[src/rtl/channel_window_averager_pkg.sv]
// Shared sizing constants and FSM encoding for the per-channel moving-average block.
package channel_avg_pkg;

  localparam int NUM_CHANNELS = 7;
  localparam int SAMPLE_BITS  = 8;
  localparam int WINDOW       = 10;
  localparam int SUM_BITS     = 12;
  localparam int CHAN_BITS    = 3;
  localparam int MAX_SUM      = WINDOW * ((1 << SAMPLE_BITS) - 1);

  typedef enum logic [1:0] {
    IDLE,
    UPDATE,
    DIVIDE,
    OUT
  } state_t;

endpackage

[src/rtl/channel_window_averager_divider.sv]
// Bit-serial restoring divider by the constant WINDOW; one quotient bit per cycle.
module window_divider
  import channel_avg_pkg::*;
(
  input  logic                clk,
  input  logic                reset,
  input  logic                start,
  input  logic [SUM_BITS-1:0] dividend,
  output logic                busy,
  output logic                done,
  output logic [SUM_BITS-1:0] quotient,
  output logic [SUM_BITS-1:0] remainder
);

  localparam int CNT_W = $clog2(SUM_BITS + 1);
  localparam logic [SUM_BITS:0] DIVISOR = (SUM_BITS + 1)'(WINDOW);

  logic [SUM_BITS-1:0] quo_p1;
  logic [SUM_BITS-1:0] rem_p1;
  logic [CNT_W-1:0]    cnt;
  logic [SUM_BITS:0]   trial;
  logic                fits;
  logic [SUM_BITS-1:0] quo_next;
  logic [SUM_BITS-1:0] rem_next;

  always_comb begin
    trial    = {rem_p1, quo_p1[SUM_BITS-1]};
    fits     = (trial >= DIVISOR);
    rem_next = fits ? SUM_BITS'(trial - DIVISOR) : trial[SUM_BITS-1:0];
    quo_next = {quo_p1[SUM_BITS-2:0], fits};
  end

  // Results are taken combinationally in the done cycle so the caller sees them on the final edge.
  assign done      = busy && (cnt == CNT_W'(1));
  assign quotient  = quo_next;
  assign remainder = rem_next;

  always_ff @(posedge clk) begin
    if (reset) begin
      busy <= 1'b0;
      cnt  <= '0;
    end else if (start) begin
      busy <= 1'b1;
      cnt  <= CNT_W'(SUM_BITS);
    end else if (busy) begin
      cnt <= cnt - CNT_W'(1);
      if (cnt == CNT_W'(1)) busy <= 1'b0;
    end
  end

  // ---- p1: shift/subtract datapath ----
  always_ff @(posedge clk) begin
    if (start) begin
      quo_p1 <= dividend;
      rem_p1 <= '0;
    end else if (busy) begin
      quo_p1 <= quo_next;
      rem_p1 <= rem_next;
    end
  end

endmodule

[src/rtl/channel_window_averager.sv]
// Per-channel running window sum with saturating update and serial divide to a moving average.
module channel_window_averager
  import channel_avg_pkg::*;
(
  input  logic                   clk,
  input  logic                   reset,
  input  logic                   in_valid,
  output logic                   in_ready,
  input  logic [CHAN_BITS-1:0]   in_chan,
  input  logic [SAMPLE_BITS-1:0] in_new,
  input  logic [SAMPLE_BITS-1:0] in_old,
  output logic                   out_valid,
  input  logic                   out_ready,
  output logic [CHAN_BITS-1:0]   out_chan,
  output logic [SUM_BITS-1:0]    out_sum,
  output logic [SAMPLE_BITS-1:0] out_avg,
  output logic                   err
);

  localparam int T_W = SUM_BITS + 2;
  localparam logic signed [T_W-1:0] MAX_SUM_S = T_W'(MAX_SUM);

  function automatic logic [SUM_BITS-1:0] sat_sum(input logic signed [T_W-1:0] v);
    if (v[T_W-1]) return '0;
    if (v > MAX_SUM_S) return SUM_BITS'(MAX_SUM);
    return v[SUM_BITS-1:0];
  endfunction

  function automatic logic sat_hit(input logic signed [T_W-1:0] v);
    return v[T_W-1] || (v > MAX_SUM_S);
  endfunction

  state_t state, state_next;

  logic [CHAN_BITS-1:0]   chan_p0;
  logic [SAMPLE_BITS-1:0] new_p0;
  logic [SAMPLE_BITS-1:0] old_p0;
  logic [SUM_BITS-1:0]    sums [NUM_CHANNELS];
  logic [SUM_BITS-1:0]    sum_p1;
  logic                   chan_ok;
  logic [SUM_BITS-1:0]    cur_sum;
  logic signed [T_W-1:0]  t_p0;
  logic [SUM_BITS-1:0]    clamped;

  logic                   div_start;
  logic                   div_busy;
  logic                   div_done;
  logic [SUM_BITS-1:0]    div_quotient;
  logic [SUM_BITS-1:0]    div_remainder;
  logic                   unused_div;

  assign unused_div = ^{div_busy, div_remainder, div_quotient[SUM_BITS-1:SAMPLE_BITS]};

  window_divider u_div (
    .clk       (clk),
    .reset     (reset),
    .start     (div_start),
    .dividend  (clamped),
    .busy      (div_busy),
    .done      (div_done),
    .quotient  (div_quotient),
    .remainder (div_remainder)
  );

  always_comb begin
    chan_ok = (int'(chan_p0) < NUM_CHANNELS);
    cur_sum = '0;
    if (chan_ok) cur_sum = sums[chan_p0];
    t_p0    = $signed({2'b00, cur_sum}) + $signed(T_W'(new_p0)) - $signed(T_W'(old_p0));
    clamped = sat_sum(t_p0);
  end

  always_comb begin
    state_next = state;
    div_start  = 1'b0;
    case (state)
      IDLE:   if (in_valid) state_next = UPDATE;
      UPDATE: begin
        if (chan_ok) begin
          state_next = DIVIDE;
          div_start  = 1'b1;
        end else begin
          state_next = IDLE;
        end
      end
      DIVIDE: if (div_done) state_next = OUT;
      OUT:    if (out_ready) state_next = IDLE;
      default: state_next = IDLE;
    endcase
  end

  assign in_ready  = (state == IDLE);
  assign out_valid = (state == OUT);

  always_ff @(posedge clk) begin
    if (reset) state <= IDLE;
    else       state <= state_next;
  end

  // ---- p0: capture accepted update ----
  always_ff @(posedge clk) begin
    if (state == IDLE && in_valid) begin
      chan_p0 <= in_chan;
      new_p0  <= in_new;
      old_p0  <= in_old;
    end
  end

  // ---- p1: saturating sum write-back ----
  always_ff @(posedge clk) begin
    if (reset) begin
      for (int i = 0; i < NUM_CHANNELS; i++) sums[i] <= '0;
      err <= 1'b0;
    end else if (state == UPDATE) begin
      if (!chan_ok) begin
        err <= 1'b1;
      end else begin
        sums[chan_p0] <= clamped;
        if (sat_hit(t_p0)) err <= 1'b1;
      end
    end
  end

  always_ff @(posedge clk) begin
    if (state == UPDATE) sum_p1 <= clamped;
  end

  // ---- p2: result registers, held until the next completed divide ----
  always_ff @(posedge clk) begin
    if (reset) begin
      out_chan <= '0;
      out_sum  <= '0;
      out_avg  <= '0;
    end else if (state == DIVIDE && div_done) begin
      out_chan <= chan_p0;
      out_sum  <= sum_p1;
      out_avg  <= div_quotient[SAMPLE_BITS-1:0];
    end
  end

endmodule

[config.mk]
export PLATFORM = sky130hd
export DESIGN_NAME = channel_window_averager
export DESIGN_NICKNAME = d
export VERILOG_FILES = /design/src/rtl/channel_window_averager_pkg.sv /design/src/rtl/channel_window_averager_divider.sv /design/src/rtl/channel_window_averager.sv
export SDC_FILE = /design/constraint.sdc
export NUM_CORES = 1
export LEC_CHECK = 0
export ABC_AREA = 1
export CAP_MARGIN = 30
export CORE_ASPECT_RATIO = 1.75
export CORE_UTILIZATION = 50
export CTS_CLUSTER_SIZE = 30
export DETAILED_ROUTE_END_ITERATION = 10
export PLACE_DENSITY = 0.71
export SLEW_MARGIN = 20
export SYNTH_ARGS = -nofsm -noshare
export SYNTH_HDL_FRONTEND = slang
export SYNTH_SLANG_ARGS = --single-unit
[constraint.sdc]
create_clock -name clk -period 3.6 [get_ports clk]
set_input_delay 0.72 -clock clk [delete_from_list [all_inputs] [get_ports clk]]
set_output_delay 0.72 -clock clk [all_outputs]
set_load 0.01 [all_outputs]
Yosys cells after proc, flatten, opt, wreduce, memory -nomap -nowiden. Memory sizes are Yosys's and may differ from the RTL's. A register that Yosys moved wholly into a read port is not among the register bits. Index checks and enable logic that the tools add are counted.

Input port bits: 23. Memory bits (writable): 84. Logic and storage cells: 73. Register bits after elaboration: 86. Output and inout port bits: 26. Memories: 1. Bits in latches: 0. ROM bits: 0.

Memory list: sums (depth 7, width 12, rd ports 1, clocked after memory_dff 1, wr ports 7, RTL line channel_window_averager.sv:38) `logic [SUM_BITS-1:0] sums [NUM_CHANNELS];`.

Eq/ne operators: 8. Divide/modulo/power cells: 0. Reduce and logical (&&, ||, !) cells: 10. Shift operators: 0. Muxes and demuxes: 33. Bitwise operators: 0. $lt $le $gt $ge: 3. Multipliers: 0. Add/sub/neg operators: 4.

Operator list (number): 12-bit 2-to-1 mux (9); 1-bit 2-to-1 mux (15); 14-bit by 13-bit greater-than comparator with 1-bit output (second input constant) (1); 13-bit by 8-bit subtractor with 14-bit output (1); 12-bit by 8-bit adder with 13-bit output (1); 13-bit by 4-bit greater-or-equal comparator with 1-bit output (second input constant) (1); 12-bit OR reduction (1); 12-bit by 4-bit subtractor with 12-bit output (second input constant) (1); 2-bit 2-to-1 mux (4); 4-bit 2-to-1 mux (2); 2-bit case mux with 4 select lines (1); 3-bit 2-to-1 mux (2); 2-bit == test (second input constant) (2); 4-bit by 1-bit == test with 1-bit output (second input constant) (1); 2-bit by 1-bit inequality test with 1-bit output (second input constant) (2); 2-bit inequality test (second input constant) (2); 4-bit by 1-bit subtractor with 4-bit output (second input constant) (1); 1-bit logical AND (3); 3-bit less-than comparator (second input constant) (1); 3-bit AND reduction (1); 2-bit by 1-bit == test with 1-bit output (second input constant) (1); 2-bit zero test (1); 2-bit AND reduction (1); 2-bit nonzero test (1); other kinds (2) (2).

Depth between registers and ports, before layout. Gate-level depths: netlist (run 1).

Depth after elaboration: 10. Mapped depth: 28. Depth with buffers taken out: 25.

By module. Synthesis (run 1) repeated with hierarchy kept, for this count alone.

Cells, all modules: 1046. Area, all modules: 9334.0 um^2.

By module, submodules not included: channel_window_averager (instances 1, seq. area each 4274.1 um^2, area an instance 7703.6 um^2, cells each 820); window_divider (instances 1, seq. area each 700.7 um^2, area an instance 1630.3 um^2, cells each 226).

Worst setup path after synthesis (run 1). OpenSTA, ideal clock, no wires.

Kind: reg2reg. From: register with a tool-made name. To: memory sums[2][1] (data pin). Data required time: 3.334 ns. Cell stages (with the launch flop): 28. Setup time: 0.266 ns. Slack: 0.006 ns. Period minus slack after synthesis: 3.594 ns. Path buffers: 3. Arrival: 3.328 ns. Cells stage by stage: dfxtp_1 -> inv_2 -> buf_6 -> clkbuf_1 -> o21ai_0 -> o22ai_1 -> o21ai_0 -> a31oi_1 -> fa_1 -> inv_1 -> fa_1 -> inv_1 -> nand2_1 -> nand2_1 -> nand3_2 -> nand2_1 -> nand2_1 -> nand2_1 -> nor2_1 -> nand3_1 -> nand2_1 -> nand2_2 -> buf_6 -> nand3_2 -> nand2_2 -> nor2_4 -> inv_2 -> nor2_1.

RTL lines (RTL line): end: declaration (channel_window_averager.sv:38).

==> metrics.csv, run 1 <==
metric;value;unit
preCtsSetupSlack;-0.380;ns
synth_commonest_cells;nor2_1, edfxtp_1, nand2_1, o21ai_0, inv_1;
crit_path_start_kind;register;
yosysSeqAreaShare;56.0;%
crit_path_max_fanout;11;
required;3.82;ns
hpwlAfterDp;16.7;mm
antenna_cells;0;
antenna_left;0;
gr-total-overflow;0;
clock_path_buffers;2;
p_int;6.39;mW
synthArstFlopShare;0;%
skew;0.0136;ns
crit_top_cell;nand2_2;
reg2reg_depth;24;
io_pins;49;
status;complete, but fails checks;
pwr-share-comb;56.5;%
maxCapViolCount;0;
yosysWarnings;0;
dr_wl_met3;1.21;mm
period_share;115;%
fin_util;68.1;%
drive_above_1_share;29.8;%
relSlewSlack;53.8;%
clk_latency;0.44;ns
grt_usage;28.4;%
yosys-mux-area-fraction;0;%
root_buffer;clkbuf_16;
finalSetupViolations;121;
rsz0062_at_grt;yes;
end_kind;register;
hold_path_class;register to register;
place_congestion;0.867;
dieArea;0.0183;mm^2
max_slew.worst_pin.slew;0.692;ns
peakVddDrop;0.000574;V
worstPathCellList;buf_8 > buf_4 > o21ai_0 > o22ai_1 > o211ai_1 > ha_1 > inv_1 > ha_2 > inv_2 > fa_2 > inv_4 > nand2_4 > nand2_2 > nand3_2 > nand2_1 > nand2_1 > nand2_2 > nor2_2 > nand3_2 > nand2_2 > nand2_4 > buf_8 > nand4_4 > nor3_1;
worst_slack;-0.540;ns
path_clk_slew;0.07;ns
grt_pass1_vias;7359;
rows;64;
power_leakage;4.82;nW
worstReg2RegEnd;sums[0][0]$_SDFFCE_PN0P_;
synth_top_family_by_area;simple AND/OR/NAND/NOR gates;
cts.sink_count;185;
fin_cells;1351;
numPortBuffers;48;
hold_viol;0;
totalWireLength;26.5;mm
synth_area;0.00888;mm^2
reg2reg_slack;-0.54;ns
synth-simple-area-share;20.8;%
cts_tree;done;
syn2layout_area_growth;34.0;%
synth_seq_cells;185;
dr_wl_met2;14.3;mm
via_count;7676;
synth_compound_area_share;11.6;%
initial_core_util;50.9;%
grt_antenna_before_repair;0;
die_x;103;um
synth_top_area_share;43.0;%
drv_slew;0;
hp-start;u_div.rem_p1[5]$_SDFFE_PP0P_;
hold_end;u_div.rem_p1[5]$_SDFFE_PP0P_;
cp.arrival;4.36;ns
pwr_density_cell;912;mW/mm^2
violations;negative setup slack;
detail_route.wl_per_cell;19.6;um
avgSynthCellArea;9.32;um^2
fmax;0.242;GHz
synth_cell_types;47;
viasPerCell;5.68;
synth_area_leaders;edfxtp_1, dfxtp_1, nor2_1;
drtPass1Iterations;5;
core;0.0175;mm^2
cpPeakStageDelay;0.45;ns
drt_iter0_markers;542;
hold_slack;0.476;ns
grt_pass1_wl;38.1;mm
numCtsBuffers;17;
synth_fa_ha_area_share;4.20;%
drc_errors;0;
synth-xor-area-share;0.493;%
switching_share;41.1;%
power.share.clock;17.6;%
wl_met1;9.27;mm
fp.dieH;178;um
period_minus_slack;4.14;ns
grt_max_degree;29;
seqPwrFrac;25.9;%
crit_slowest_cell;o211ai_1;
synthCells;953;
dp_cells;1292;
setup-tns-final;-39.27;ns
hold_depth;2;
nNetsFinal;1155;
ys.flop_type;edfxtp_1;
worst-setup-path-type;register to register;
htree_levels;4;
synth-edff-count;127;
dr.max_layer_used;met4;
synth_most_common_cell;nor2_1;
yosysTopAreaCell;edfxtp_1;
p_sw;4.45;mW
## metrics by stage
step | area (um^2) | total power [mW]
floorplan | 8920 | 5.27
global placement | 10300 | 7.01
detailed placement | 10300 | 7.05
CTS | 11500 | 9.93
global route | 11900 | 11.3
finish | 11900 | 10.8
## per-layer routing
layer / vias to the layer above / track usage [%]
li1: 3500 / -
met1: 3726 / 30.5
met2: 338 / 50.9
met3: 112 / 3.84
met4: 0 / 18.2
met5: - / 0
## cell type report
| type | count | area [um^2] |
|---|---|---|
| timing repair buffer | 167 | 1600 |
| inverter | 107 | 429 |
| clock buffer | 21 | 462 |
| tap | 231 | 289 |
| clock inverter | 11 | 131 |
| fill | 1302 | 5560 |
| sequential | 185 | 4980 |
| multi-input combinational | 629 | 4000 |
## state kept, by name, indices dropped and copies added, names as in the netlist, named ones only
register	flops
u_div.busy	1
out_chan	3
out_avg	8
u_div.quo_p1	12
u_div.cnt	4
new_p0	8
state	1
sum_p1	12
chan_p0	3
err	1
u_div.rem_p1	12
out_sum	12
sums	96
old_p0	8
## cell usage in the layout (no fill, tap or decap), drive strengths merged, types with 2 or more instances in the layout
master         netlist  routed
o211ai              12      12
xor2                 3       3
a21oi               27      27
nand3               39      39
nand2              130     130
xnor2                2       2
nor3                23      23
clkinv               0       3
inv                107     113
buf                 11     118
o221ai              10      10
fa                   8       8
clkdlybuf4s50        0      48
o22ai               14      14
bufinv               0       2
nor2               201     201
nand3b               4       4
a31oi                3       3
clkbuf              32      21
dfxtp               58      58
o21ai              108     108
edfxtp             127     127
conb                 1      12
nand4                8       8
ha                  17      17
## power by group through the flow
| stage | Combinational, mW | Clock (mW) | Sequential (mW) |
|---|---|---|---|
| 2_1_floorplan | 2.49 | 0 | 2.78 |
| 3_3_place_gp | 4.18 | 0 | 2.82 |
| 3_5_place_dp | 4.23 | 0 | 2.83 |
| 4_1_cts | 5.22 | 1.91 | 2.80 |
| 5_1_grt | 6.50 | 1.99 | 2.83 |
| 6_report | 6.12 | 1.91 | 2.81 |
## timing repair
item,CTS,global route
setup endpoints to repair,121,121
gates resized for setup,119,96
pin swaps,59,43
cloned,1,0
hold buffers,0,0
buffers inserted,19,9
## worst max path at each step
stage	cells past startpoint	startpoint	end	slack, ns
after floorplan	27	register	sums[2][1]$_SDFFCE_PN0P_	0.006
after global placement	23	register	u_div.quo_p1[9]$_DFFE_PP_	-0.34
after detailed placement	25	register	sums[6][9]$_SDFFE_PP0P_	-0.38
after CTS	26	register	sums[3][1]$_SDFFCE_PN0P_	-0.11
after global routing	24	register	sums[0][0]$_SDFFCE_PN0P_	-0.66
final	24	register	sums[0][0]$_SDFFCE_PN0P_	-0.54
## cells by family after synthesis
| logic type | after synthesis |
|---|---|
| simple gates | 407 |
| flops | 185 |
| compound gates | 180 |
| buf+inv | 150 |
| fa+ha+maj | 25 |
| xor+xnor | 5 |
| other cells | 1 |
## critical path, delay by kind of cell (launching register included)
kind / cells / cell delay [ns]
buf+inv: 6 / 0.65
fa+ha+maj: 3 / 0.91
compound gates: 3 / 0.67
flops: 1 / 0.36
simple gates: 12 / 1.31
(Power assumes the default switching activity.)
==> inputs of run 2 (changes only) <==
--- a/config.mk
+++ b/config.mk
@@ -15,4 +15,5 @@
 export SLEW_MARGIN = 20
 export SYNTH_ARGS = -nofsm -noshare
 export SYNTH_HDL_FRONTEND = slang
+export SYNTH_HIERARCHICAL = 1
 export SYNTH_SLANG_ARGS = --single-unit
==> run 2 against run 1 <==
Against the previous run: the flow still finishes with violations (negative setup slack); clock power about the same; largest power group unchanged; sequential share of layout area decreased by 1.6 points; critical endpoint is now u_div/quo_p1[8]$_DFFE_PP_; total power increased by 4.9%; critical path type unchanged.
==> metrics.csv, run 2 <==
metric;value;unit;change
hold_path_class;register to register;;unchanged
end_kind;register;;unchanged
worst-setup-path-type;register to register;;unchanged
yosysWarnings;6;;was 0
avgSynthCellArea;8.98;um^2;was 9.32 um^2
power_leakage;5.06;nW;was 4.82 nW
required;3.81;ns;was 3.82 ns
rsz0062_at_grt;yes;;unchanged
antenna_left;0;;unchanged
cts_tree;done;;unchanged
viasPerCell;5.47;;was 5.68
drive_above_1_share;31.1;%;was 29.8%
detail_route.wl_per_cell;18.6;um;was 19.6 um
hold_end;out_sum[3]$_SDFFE_PP0P_;;was u_div.rem_p1[5]$_SDFFE_PP0P_
drtPass1Iterations;5;;unchanged
cts.sink_count;185;;unchanged
reg2reg_depth;26;;was 24
worstReg2RegEnd;u_div/quo_p1[8]$_DFFE_PP_;;was sums[0][0]$_SDFFCE_PN0P_
drt_iter0_markers;487;;was 542
maxCapViolCount;0;;unchanged
totalWireLength;26.5;mm;about the same
gr-total-overflow;0;;unchanged
numCtsBuffers;17;;unchanged
io_pins;49;;unchanged
fin_util;68.3;%;was 68.1%
dieArea;0.0191;mm^2;was 0.0183 mm^2
hpwlAfterDp;18.0;mm;was 16.7 mm
rows;65;;was 64
via_count;7813;;was 7676
die_x;105;um;was 103 um
fp.dieH;182;um;was 178 um
core;0.0181;mm^2;was 0.0175 mm^2
finalSetupViolations;116;;was 121
syn2layout_area_growth;33.4;%;was 34.0%
nNetsFinal;1229;;was 1155
crit_slowest_cell;dfxtp_4;;was o211ai_1
hold_depth;2;;unchanged
path_clk_slew;0.08;ns;was 0.07 ns
max_slew.worst_pin.slew;0.870;ns;was 0.692 ns
violations;negative setup slack;;unchanged
clock_path_buffers;2;;unchanged
setup-tns-final;-12.77;ns;was -39.27 ns
period_share;105;%;was 115%
grt_pass1_vias;7817;;was 7359
grt_usage;28.2;%;was 28.4%
regMostFlops;sums;;unchanged
cpPeakStageDelay;0.40;ns;was 0.45 ns
postCtsHoldBufs;0;;unchanged
peakVddDrop;0.000613;V;was 0.000574 V
status;complete, but fails checks;;unchanged
period_minus_slack;3.78;ns;was 4.14 ns
drv_slew;0;;unchanged
synth_area;0.00928;mm^2;was 0.00888 mm^2
cp.arrival;3.99;ns;was 4.36 ns
hold_viol;0;;unchanged
grt_max_degree;36;;was 29
crit_path_start_kind;register;;unchanged
root_buffer;clkbuf_16;;unchanged
crit_top_cell;nand2_1;;was nand2_2
reg2reg_slack;-0.18;ns;was -0.54 ns
fmax;0.265;GHz;was 0.242 GHz
crit_path_max_fanout;10;;was 11
path_delay_family;simple AND/OR/NAND/NOR gates;;unchanged
numPortBuffers;48;;unchanged
synthCells;1033;;was 953
clk_latency;0.45;ns;was 0.44 ns
skew;0.0170;ns;was 0.0136 ns
largest_reg_flops;96;;unchanged
worst_slack;-0.180;ns;was -0.540 ns
htree_levels;4;;unchanged
pwr_density_cell;919;mW/mm^2;was 912 mW/mm^2
grt_pass1_wl;40.5;mm;was 38.1 mm
critPathBufInv;6;;unchanged
final_common_cell;nand2_1;;was nor2_1
initial_core_util;51.2;%;was 50.9%
grt_antenna_before_repair;0;;unchanged
hp-start;out_sum[3]$_SDFFE_PP0P_;;was u_div.rem_p1[5]$_SDFFE_PP0P_
drc_errors;0;;unchanged
antenna_cells;0;;unchanged
final_cell_mix;nand2_1, edfxtp_1, inv_1;;was nor2_1, edfxtp_1, buf_4
relSlewSlack;41.9;%;was 53.8%
place_congestion;0.950;;was 0.867
[run 2: cell count changes in the layout (fill, tap and decap cells not counted), sizes merged, moves of 2 or more]
cell,delta
inv,+50
nand2,+71
bufinv,-2
xor2,+4
nand3,+20
clkinv,+6
buf,-9
nor3,-23
nand4,+2
o21ai,-17
a21oi,+18
nor2,-39
[run 2: worst max path at each step]
stage / to / slack [ns] / startpoint / cells past startpoint
floorplan: u_div/quo_p1[0]$_DFFE_PP_ / 0.006 / register / 26
global placement: u_div/quo_p1[8]$_DFFE_PP_ / -0.46 / register / 20
detailed placement: u_div/quo_p1[3]$_DFFE_PP_ / -0.50 / register / 21
CTS: u_div/quo_p1[1]$_DFFE_PP_ / -0.08 / register / 25
global route: u_div/quo_p1[8]$_DFFE_PP_ / -0.35 / register / 26
finish: u_div/quo_p1[8]$_DFFE_PP_ / -0.18 / register / 26
[run 2: power by group]
part	internal, mW	total (mW)	switching (mW)	leakage [nW]
clock network	0.949	1.90	0.953	0.298
logic	2.69	6.58	3.89	3.02
registers	2.70	2.90	0.199	1.75
[run 2: tightest hold or removal path, cell delays in order (launching register included)]
cell and delay [ns]:
dfxtp_1 0.31, inv_1 0.04, a21oi_1 0.05
[run 2: routing by layer]
layer | part of all wire [%] | wire length [um] | GRT usage (%) | up-vias
met5 | 0 | 0 | 0 | -
met4 | 6.5 | 1710 | 17.8 | 0
met3 | 5.6 | 1490 | 4.32 | 105
met2 | 54 | 14400 | 52.8 | 321
met1 | 34 | 8920 | 29.1 | 3687
li1 | - | - | - | 3700
[run 2: through the flow]
step | worst slack [ns] | instances | hold slack, ns | area [um^2] | power (mW)
after floorplan | 0.00607 | 1044 | 0.442 | 9320 | 5.73
after global placement | -0.457 | 1367 | 0.435 | 10600 | 7.45
after detailed placement | -0.500 | 1368 | 0.437 | 10600 | 7.50
after CTS | -0.0760 | 1418 | 0.449 | 11900 | 10.5
after global routing | -0.351 | 1428 | 0.469 | 12400 | 12.0
final | -0.180 | 1428 | 0.445 | 12400 | 11.4
[run 2: timing repair]
action                     in CTS  in global routing
resized for setup             140                109
pin swaps                      36                 43
setup endpoints to repair     121                121
gates cloned                    4                  3
buffers inserted               14                  7
[run 2: area by class of cell]
| cell class | count | area [um^2] |
|---|---|---|
| clock buffer | 17 | 425 |
| clock inverter | 15 | 189 |
| fill | 1294 | 5750 |
| inverter | 157 | 624 |
| multi-input combinational | 660 | 4260 |
| sequential | 185 | 4980 |
| tap | 234 | 293 |
| timing repair buffer | 160 | 1600 |
==> inputs of run 3 (changes only) <==
--- a/config.mk
+++ b/config.mk
@@ -9,6 +9,7 @@
 export CAP_MARGIN = 30
 export CORE_ASPECT_RATIO = 1.75
 export CORE_UTILIZATION = 50
+export CTS_BUF_LIST = sky130_fd_sc_hd__clkbuf_8
 export CTS_CLUSTER_SIZE = 30
 export DETAILED_ROUTE_END_ITERATION = 10
 export PLACE_DENSITY = 0.71
==> run 3 against run 2 <==
Against the previous run: the flow still finishes with violations (negative setup slack); combinational power is essentially flat; cell count decreased by 0.28%; clock power is 25% lower; first-iteration DRC count fell by 17%; register-to-register slack worse by 0.04 ns; maximum frequency decreased by 1.2%; via count is 0.24% lower; die area unchanged; flip-flop and latch count is the same; worst hold slack better by 0.0041 ns; critical path depth shrank 3; critical endpoint is now sums[3][3]$_SDFFCE_PN0P_.
==> metrics.csv, run 3 (same netlist as run 2, synthesis figures left out) <==
metric;value;unit;change
required;3.82;ns;was 3.81 ns
cts_tree;done;;unchanged
hold_end;out_sum[3]$_SDFFE_PP0P_;;unchanged
hpwlAfterDp;18.0;mm;unchanged
antenna_cells;0;;unchanged
pwr_density_cell;894;mW/mm^2;was 919 mW/mm^2
largest_reg_flops;96;;unchanged
multi_input_area;0.00432;mm^2;was 0.00426 mm^2
status;complete, but fails checks;;unchanged
cp.arrival;4.05;ns;was 3.99 ns
grt_max_degree;36;;unchanged
drt_iter0_markers;403;;was 487
final_cell_mix;nand2_1, edfxtp_1, inv_1;;unchanged
via_count;7794;;was 7813
hold_viol;0;;unchanged
grt_usage;27.9;%;was 28.2%
nNetsFinal;1225;;was 1229
max_slew.worst_pin.slew;0.870;ns;about the same
clk_latency;0.49;ns;was 0.45 ns
ff_latch_area;0.00498;mm^2;unchanged
clock_path_buffers;2;;unchanged
power_leakage;4.96;nW;was 5.06 nW
grt_antenna_before_repair;0;;unchanged
drive_above_1_share;32.5;%;was 31.1%
hold_path_class;register to register;;unchanged
period_minus_slack;3.82;ns;was 3.78 ns
fp.dieH;182;um;unchanged
gr-total-overflow;0;;unchanged
fin_cells;1424;;was 1428
htree_levels;4;;unchanged
crit_path_max_fanout;7;;was 10
hold_depth;2;;unchanged
worst_slack;-0.224;ns;was -0.180 ns
crit_path_start_kind;register;;unchanged
core;0.0181;mm^2;unchanged
dp_cells;1368;;unchanged
grt_pass1_wl;40.0;mm;was 40.5 mm
initial_core_util;51.2;%;unchanged
hold_slack;0.449;ns;was 0.445 ns
worstReg2RegEnd;sums[3][3]$_SDFFCE_PN0P_;;was u_div/quo_p1[8]$_DFFE_PP_
final_common_cell;nand2_1;;unchanged
violations;negative setup slack;;unchanged
numCtsBuffers;17;;unchanged
finalSetupViolations;111;;was 116
totalWireLength;26.2;mm;was 26.5 mm
end_kind;register;;unchanged
hp-start;out_sum[3]$_SDFFE_PP0P_;;unchanged
die_x;105;um;unchanged
reg2reg_depth;23;;was 26
rows;65;;unchanged
reg2reg_slack;-0.22;ns;was -0.18 ns
drtPass1Iterations;5;;unchanged
path_clk_slew;0.11;ns;was 0.08 ns
drc_errors;0;;unchanged
regMostFlops;sums;;unchanged
dieArea;0.0191;mm^2;unchanged
peakVddDrop;0.000644;V;was 0.000613 V
drv_slew;0;;unchanged
root_buffer;clkbuf_8;;was clkbuf_16
skew;0.0214;ns;was 0.0170 ns
finalPower;10.9;mW;was 11.4 mW
period_share;106;%;was 105%
cts.sink_count;185;;unchanged
antenna_left;0;;unchanged
numPortBuffers;48;;unchanged
viasPerCell;5.47;;about the same
place_congestion;0.950;;unchanged
nFillCells;1317;;was 1294
syn2layout_area_growth;31.2;%;was 33.4%
worst-setup-path-type;register to register;;unchanged
grt_pass1_vias;7750;;was 7817
io_pins;49;;unchanged
detail_route.wl_per_cell;18.4;um;was 18.6 um
fmax;0.261;GHz;was 0.265 GHz
relSlewSlack;42.0;%;was 41.9%
maxCapViolCount;0;;unchanged
fin_util;67.1;%;was 68.3%
rsz0062_at_grt;yes;;unchanged
-- run 3: cell count changes in the layout (fill, tap and decap cells not counted), sizes merged --
cell,change
buf,-2
clkbuf,-2
-- run 3: how the worst max path moves through the flow --
stage,end,slack (ns)
2_1_floorplan,u_div/quo_p1[0]$_DFFE_PP_,0.006
3_3_place_gp,u_div/quo_p1[8]$_DFFE_PP_,-0.46
3_5_place_dp,u_div/quo_p1[3]$_DFFE_PP_,-0.50
4_1_cts,sums[2][3]$_SDFFCE_PN0P_,-0.08
5_1_grt,sums[4][3]$_SDFFCE_PN0P_,-0.33
6_report,sums[3][3]$_SDFFCE_PN0P_,-0.22
-- run 3: cell type report --
cell class | count | area share (%)
Sequential cell | 185 | 40.9
Multi-Input combinational cell | 660 | 35.5
Timing Repair Buffer | 156 | 12.5
Inverter | 157 | 5.13
Tap cell | 234 | 2.41
Clock buffer | 17 | 1.92
Clock inverter | 15 | 1.55
-- run 3: metal layers --
metal / wire [um] / part of all wire (%) / vias up / track usage, %
met3: 1190 / 4.5 / 106 / 3.54
met4: 1710 / 6.5 / 0 / 18.6
li1: - / - / 3677 / -
met2: 14300 / 55 / 257 / 52.0
met1: 9020 / 34 / 3754 / 28.8
met5: 0 / 0 / - / 0
-- run 3: where the power goes --
group,switching [mW],internal (mW)
sequential,0.201,2.69
clock,0.892,0.541
combinational,3.90,2.65
total,5.00,5.88
-- run 3: what timing repair did --
item,CTS,global route
cloned,4,1
buffers inserted,14,8
endpoints found under the setup margin,121,120
hold buffers,0,0
gates resized for setup,134,146
pin swaps,42,64
-- run 3: metrics by stage --
stage | TNS [ns] | area (um^2) | setup slack, ns
2_1_floorplan | 0 | 9320 | 0.00607
3_3_place_gp | -40.35 | 10600 | -0.457
3_5_place_dp | -45.64 | 10600 | -0.500
4_1_cts | -2.03 | 11700 | -0.0836
5_1_grt | -25.98 | 12200 | -0.325
6_report | -16.19 | 12200 | -0.224
-- run 3: critical path, cell delays in order (launching register included) --
cell and delay (ns):
dfxtp_4 0.46, inv_8 0.06, buf_6 0.13, nor2_2 0.13, o22ai_2 0.11, o211ai_1 0.39
ha_1 0.31, inv_1 0.07, ha_2 0.19, inv_2 0.04, fa_2 0.34, inv_2 0.10
nand2_4 0.06, nand2_4 0.07, nand3_2 0.07, nand3b_1 0.11, nand2_2 0.07, nor2_2 0.15
nand3_2 0.13, nand3_2 0.13, nand2_4 0.06, buf_8 0.14, nand4_4 0.17, nor2_1 0.06
